### config.mk
export PLATFORM = sky130hd
export DESIGN_NAME = alu_multicycle
export DESIGN_NICKNAME = d
export VERILOG_FILES = /design/src/rtl/alu_multicycle.sv
export SDC_FILE = /design/constraint.sdc
export NUM_CORES = 1
export LEC_CHECK = 0
export ABC_AREA = 1
export CAP_MARGIN = 10
export CORE_MARGIN = 10
export CORE_UTILIZATION = 60
export DETAILED_ROUTE_END_ITERATION = 6
export PLACE_DENSITY = 0.86
export RECOVER_POWER = 100
export SYNTH_ARGS = -nofsm -noshare
export SYNTH_HDL_FRONTEND = slang
export SYNTH_SLANG_ARGS = --single-unit
export TNS_END_PERCENT = 30
### constraint.sdc
create_clock -name clk -period 4.77 [get_ports clk]
set_clock_uncertainty 0.15 [all_clocks]
set_input_delay 0.954 -clock clk [delete_from_list [all_inputs] [get_ports clk]]
set_output_delay 0.954 -clock clk [all_outputs]
set_load 0.005 [all_outputs]
### src/rtl/alu_multicycle.sv
// Registered multi-cycle ALU for the EX stage: single-cycle logic/arith ops plus an
// iterative MUL/MULHU/DIVU/REMU unit enabled by defining ALU_MULDIV_EN.
module alu_multicycle #(
    parameter int XLEN   = 32,
    parameter int CTRL_W = 4
) (
    input  logic              clk,
    input  logic              rst_n,
    input  logic              start,
    input  logic [CTRL_W-1:0] alu_control,
    input  logic [XLEN-1:0]   a,
    input  logic [XLEN-1:0]   b,
    output logic              busy,
    output logic              done,
    output logic [XLEN-1:0]   alu_result,
    output logic              zero,
    output logic              illegal
);

    localparam logic [CTRL_W-1:0] OP_AND   = CTRL_W'(4'b0000);
    localparam logic [CTRL_W-1:0] OP_OR    = CTRL_W'(4'b0001);
    localparam logic [CTRL_W-1:0] OP_ADD   = CTRL_W'(4'b0010);
    localparam logic [CTRL_W-1:0] OP_SUB   = CTRL_W'(4'b0110);
    localparam logic [CTRL_W-1:0] OP_SLT   = CTRL_W'(4'b0111);
    localparam logic [CTRL_W-1:0] OP_MUL   = CTRL_W'(4'b1000);
    localparam logic [CTRL_W-1:0] OP_MULHU = CTRL_W'(4'b1001);
    localparam logic [CTRL_W-1:0] OP_DIVU  = CTRL_W'(4'b1010);
    localparam logic [CTRL_W-1:0] OP_REMU  = CTRL_W'(4'b1011);

`ifdef ALU_MULDIV_EN
    typedef enum logic [1:0] {IDLE, ITER, FIN} state_t;
`else
    typedef enum logic {IDLE, FIN} state_t;
`endif

    state_t          state;
    logic [XLEN-1:0] res_next;
    logic            ill_next;

`ifdef ALU_MULDIV_EN
    localparam int CNT_W = $clog2(XLEN) + 1;

    logic [CNT_W-1:0]  count;
    logic [CTRL_W-1:0] op_q;
    // hi/lo: accumulator/multiplier for multiply, remainder/quotient for divide
    logic [XLEN-1:0]   hi, lo, opnd;
    logic [XLEN:0]     mul_sum, div_trial;
    logic [XLEN-1:0]   step_hi, step_lo;
    logic              is_muldiv, div_by_zero, last_step;

    assign is_muldiv   = (alu_control == OP_MUL) || (alu_control == OP_MULHU) ||
                         (alu_control == OP_DIVU) || (alu_control == OP_REMU);
    assign div_by_zero = ((alu_control == OP_DIVU) || (alu_control == OP_REMU)) && (b == '0);
    assign last_step   = (count == CNT_W'(XLEN - 1));
    assign mul_sum     = {1'b0, hi} + (lo[0] ? {1'b0, opnd} : '0);
    assign div_trial   = {hi, lo[XLEN-1]} - {1'b0, opnd};

    always_comb begin
        // NOTE: every always_comb output gets a default first so no latch is inferred.
        step_hi = hi;
        step_lo = lo;
        if ((op_q == OP_MUL) || (op_q == OP_MULHU)) begin
            step_hi = mul_sum[XLEN:1];
            step_lo = {mul_sum[0], lo[XLEN-1:1]};
        end else if (!div_trial[XLEN]) begin
            step_hi = div_trial[XLEN-1:0];
            step_lo = {lo[XLEN-2:0], 1'b1};
        end else begin
            step_hi = {hi[XLEN-2:0], lo[XLEN-1]};
            step_lo = {lo[XLEN-2:0], 1'b0};
        end
    end
`endif

    // Value captured into alu_result/zero/illegal at the FIN-entry edge.
    always_comb begin
        res_next = '0;
        ill_next = 1'b0;
        case (alu_control)
            OP_AND:   res_next = a & b;
            OP_OR:    res_next = a | b;
            OP_ADD:   res_next = a + b;
            OP_SUB:   res_next = a - b;
            OP_SLT:   res_next = {{(XLEN-1){1'b0}}, $signed(a) < $signed(b)};
`ifdef ALU_MULDIV_EN
            OP_MUL, OP_MULHU: res_next = '0;
            OP_DIVU:  res_next = '1;
            OP_REMU:  res_next = a;
`endif
            default:  ill_next = 1'b1;
        endcase
`ifdef ALU_MULDIV_EN
        if (state == ITER) begin
            ill_next = 1'b0;
            res_next = ((op_q == OP_MUL) || (op_q == OP_DIVU)) ? step_lo : step_hi;
        end
`endif
    end

    always_ff @(posedge clk or negedge rst_n) begin
        if (!rst_n) begin
            state      <= IDLE;
            busy       <= 1'b0;
            done       <= 1'b0;
            alu_result <= '0;
            zero       <= 1'b0;
            illegal    <= 1'b0;
`ifdef ALU_MULDIV_EN
            count      <= '0;
            op_q       <= '0;
            hi         <= '0;
            lo         <= '0;
            opnd       <= '0;
`endif
        end else begin
            // NOTE: sequential state uses non-blocking assignments so all registers update together.
            done <= 1'b0;
            case (state)
                IDLE: begin
                    if (start) begin
`ifdef ALU_MULDIV_EN
                        if (is_muldiv && !div_by_zero) begin
                            state <= ITER;
                            busy  <= 1'b1;
                            count <= '0;
                            op_q  <= alu_control;
                            hi    <= '0;
                            lo    <= a;
                            opnd  <= b;
                        end else
`endif
                        begin
                            state      <= FIN;
                            done       <= 1'b1;
                            alu_result <= res_next;
                            zero       <= (res_next == '0);
                            illegal    <= ill_next;
                        end
                    end
                end
`ifdef ALU_MULDIV_EN
                ITER: begin
                    hi    <= step_hi;
                    lo    <= step_lo;
                    count <= count + 1'b1;
                    if (last_step) begin
                        state      <= FIN;
                        busy       <= 1'b0;
                        done       <= 1'b1;
                        alu_result <= res_next;
                        zero       <= (res_next == '0);
                        illegal    <= ill_next;
                    end
                end
`endif
                FIN:     state <= IDLE;
                default: state <= IDLE;
            endcase
        end
    end

endmodule

==> results.toml <==
[run_status]
failed_checks = "max-capacitance violations, max-slew violations"
outcome = "finished, violations left"

[min_path]
hold_class = "reg -> reg"
min_from = "alu_result[25]$_DFFE_PN0P_"

[drt]
drt_iter0_markers = 1122
drc = 0
avgViaCountPerCell = 5.64
wl_mm = 28.3
drtPass1Iterations = 6
drtAntennaViolNets = 0
wire_per_inst_um = 16.7
dr_total_vias = 9571

[synthesis]
synthArstFlopShare = 1.00
ys_warn_count = 1
yosys.area.top_type = "nand2_1"
synth_nets = 1617
synth_edf_count = 0
ys_seq_area_frac = 0.112
netlist_area_sq_um = 7840
yosys-top-cells-area = "nand2_1 23%, ha_1 16%, inv_1 14%, dfrtp_1 11%, nand3_1 8.6%"
synth_top_area_frac = 0.227
yosys_most_used_dff = "dfrtp_1"
yosys_register_bits = 35
synthCells = 1446
ys_types = 44
syn_avg_cell_area_sq_um = 5.42

[floorplan]
die_w_um = 134
io_pins = 107
coreArea_sq_um = 12700
start_util = 0.616
die_h_um = 134
rows = 41
fp.dieArea_sq_um = 18000

[cts]
insertion_delay_ns = 0.28
cts_tree = "built"
cts_resized = 0
cts_max_level = 2
clock_path_buffers = 2
path_clk_slew_ns = 0.05
cts-root-buf = "clkbuf_16"
cts_made_buffers = 5
postCtsSetupBuffers = 0
clock-sinks = 35
ctsHoldBuffers = 0

[critical_path]
path_class = "in -> reg"
worst_path_most_repeated_cell = "clkbuf_1"
r2r_slack_ns = 1.39
cp-startpoint = "start"
required_ns = 4.74
crit_arrival_ns = 4.11
cp-end-kind = "register"
worstSetupStartpointType = "primary input"
r2r_start = "done$_DFF_PN0_"
crit_fanout = 24
slowest_stage = "clkinv_1"
cp_slowest_stage_delay_ns = 0.84
path_cells = "clkdlybuf4s50_1 -> inv_1 -> nor2_1 -> clkbuf_1 -> clkinv_1 -> clkbuf_1 -> nand2_1 -> o21ai_0"

[layout]
n_fill_cell = 1148
fin_area_sq_um = 9030
final_nets = 1695
seqCellArea_sq_um = 876
n_antenna_cell = 0
fin_util = 0.710
multiInputGateArea_sq_um = 5580
layout-drive-gt1-share = 0.0393
syn_to_final_growth_pct = 15.2

[run]
cap_violations = 1

[power]
p_per_area_nw_per_um2 = 172
p_leak_nw = 5.28
ir_drop_mv = 0.125
p_total_mw = 1.55

[sta]
maxSlewHeadroom = -0.226
fin_crit_ns = 4.14
finalMaxSlewViolations = 36
min_period_over_period = 0.868
rsz0062_at_grt = "no"
finalSetupTns_ns = 0
hold_violations = 0
setup_violations = 0
tightest_slew_ns = 1.84
fmax_ghz = 0.242

[place]
placed_area_sq_um = 8910
gp_congestion = 1.07
io_buffers = 105
hpwl_mm = 23.4

[global_routing]
grtUsageTotal = 0.307
grt_pass1_wl_mm = 45.6
grt_pass1_vias = 8978
grt_max_degree = 36
grt_overflow = 0
antenna_found_initial = 0
## registers in the layout, summed over array words and instances (netlist names)
register,flops
done,1
alu_result,32
zero,1
illegal,1
## per-layer routing
metal	vias to the layer above	track usage	routed length, um
met5	-	0	0
met4	0	0.104	904
met3	74	0.0665	3630
met2	601	0.483	12300
met1	4287	0.405	11500
li1	4609	-	-
## power by group
group          switching (mW)  leakage [nW]  internal, mW  total, mW
Clock                   0.119        0.0679         0.193      0.311
Sequential             0.0191         0.467         0.328      0.347
Combinational           0.581          4.74         0.311      0.892
Total                   0.719          5.28         0.832       1.55
## cells in the mapped netlist (2+ instances only)
cell      count
dfrtp_1      35
and2_1        2
clkbuf_1      7
nand3_1     135
a31oi_1       2
nand2_2      15
clkinv_1      2
and3_1        3
buf_4        16
o22ai_1      24
inv_2         8
a21oi_2       2
nor2_2       13
o21ai_1       3
nor2_1      134
o21bai_1      7
inv_1       287
fa_1          2
ha_1         98
a21oi_1      63
nand3b_1      9
nor4_1        3
nand4_1      14
nand2_1     474
nor3_1       10
buf_6         3
o21ai_0      41
nand3_2       5
buf_2        14
## metrics by stage
stage	hold WS, ns	setup WS (ns)	instances
CTS	0.338	1.02	1697
global route	0.344	0.372	1697
detailed placement	0.324	0.806	1689
floorplan	0.322	1.85	1446
global placement	0.314	0.811	1689
finish	0.336	0.632	1697
## cells by family after synthesis
kind of cell             after synthesis  synth area share
adder cells (fa/ha/maj)              100             0.161
XOR/XNOR                               1           0.00112
flip-flops                            35             0.112
AO/OA/AOI/OAI                        147             0.104
AND/OR/NAND/NOR                      822             0.445
other                                  1          0.000478
buffers and inverters                340             0.176
## path summary, 6_finish.rpt
| kind | cells after the start | to |
|---|---|---|
| max | 8 | alu_result[5]$_DFFE_PN0P_ |
| min | 2 | alu_result[25]$_DFFE_PN0P_ |
| max reg2reg | 6 | alu_result[5]$_DFFE_PN0P_ |
| min reg2reg | 2 | alu_result[25]$_DFFE_PN0P_ |
| max in group asynchronous | 2 | alu_result[26]$_DFFE_PN0P_ |
| min in group asynchronous | 2 | alu_result[0]$_DFFE_PN0P_ |
## cells in the final DEF (no fill, tap or decap), drive strengths merged, types with 2 or more instances in the layout
cell type and count:
nor3 11, clkdlybuf4s50 67, o21bai 7, a31oi 2, clkinv 3, dfrtp 35, nor2 148, nor4 3
nand3b 10, a21oi 66, dlygate4sd3 38, o21ai 44, inv 296, clkbuf 10, ha 98, and3 3
nand3 140, and2 2, nand4 14, buf 5, o22ai 24, nand2 490, fa 2
## final cells by class
| class | instances | share of cell area |
|---|---|---|
| clock buffer | 7 | 0.0147 |
| clock inverter | 1 | 0.000554 |
| inverter | 298 | 0.124 |
| multi-input combinational | 1071 | 0.618 |
| sequential | 35 | 0.0970 |
| tap | 172 | 0.0238 |
| timing repair buffer | 113 | 0.122 |
## worst max-delay path: cells and delay by family
family | cells | cell delay, ns
AO/OA/AOI/OAI | 1 | 0.11
buffers and inverters | 5 | 2.73
AND/OR/NAND/NOR | 2 | 0.29
No activity file was read; power rests on OpenSTA's default activity.
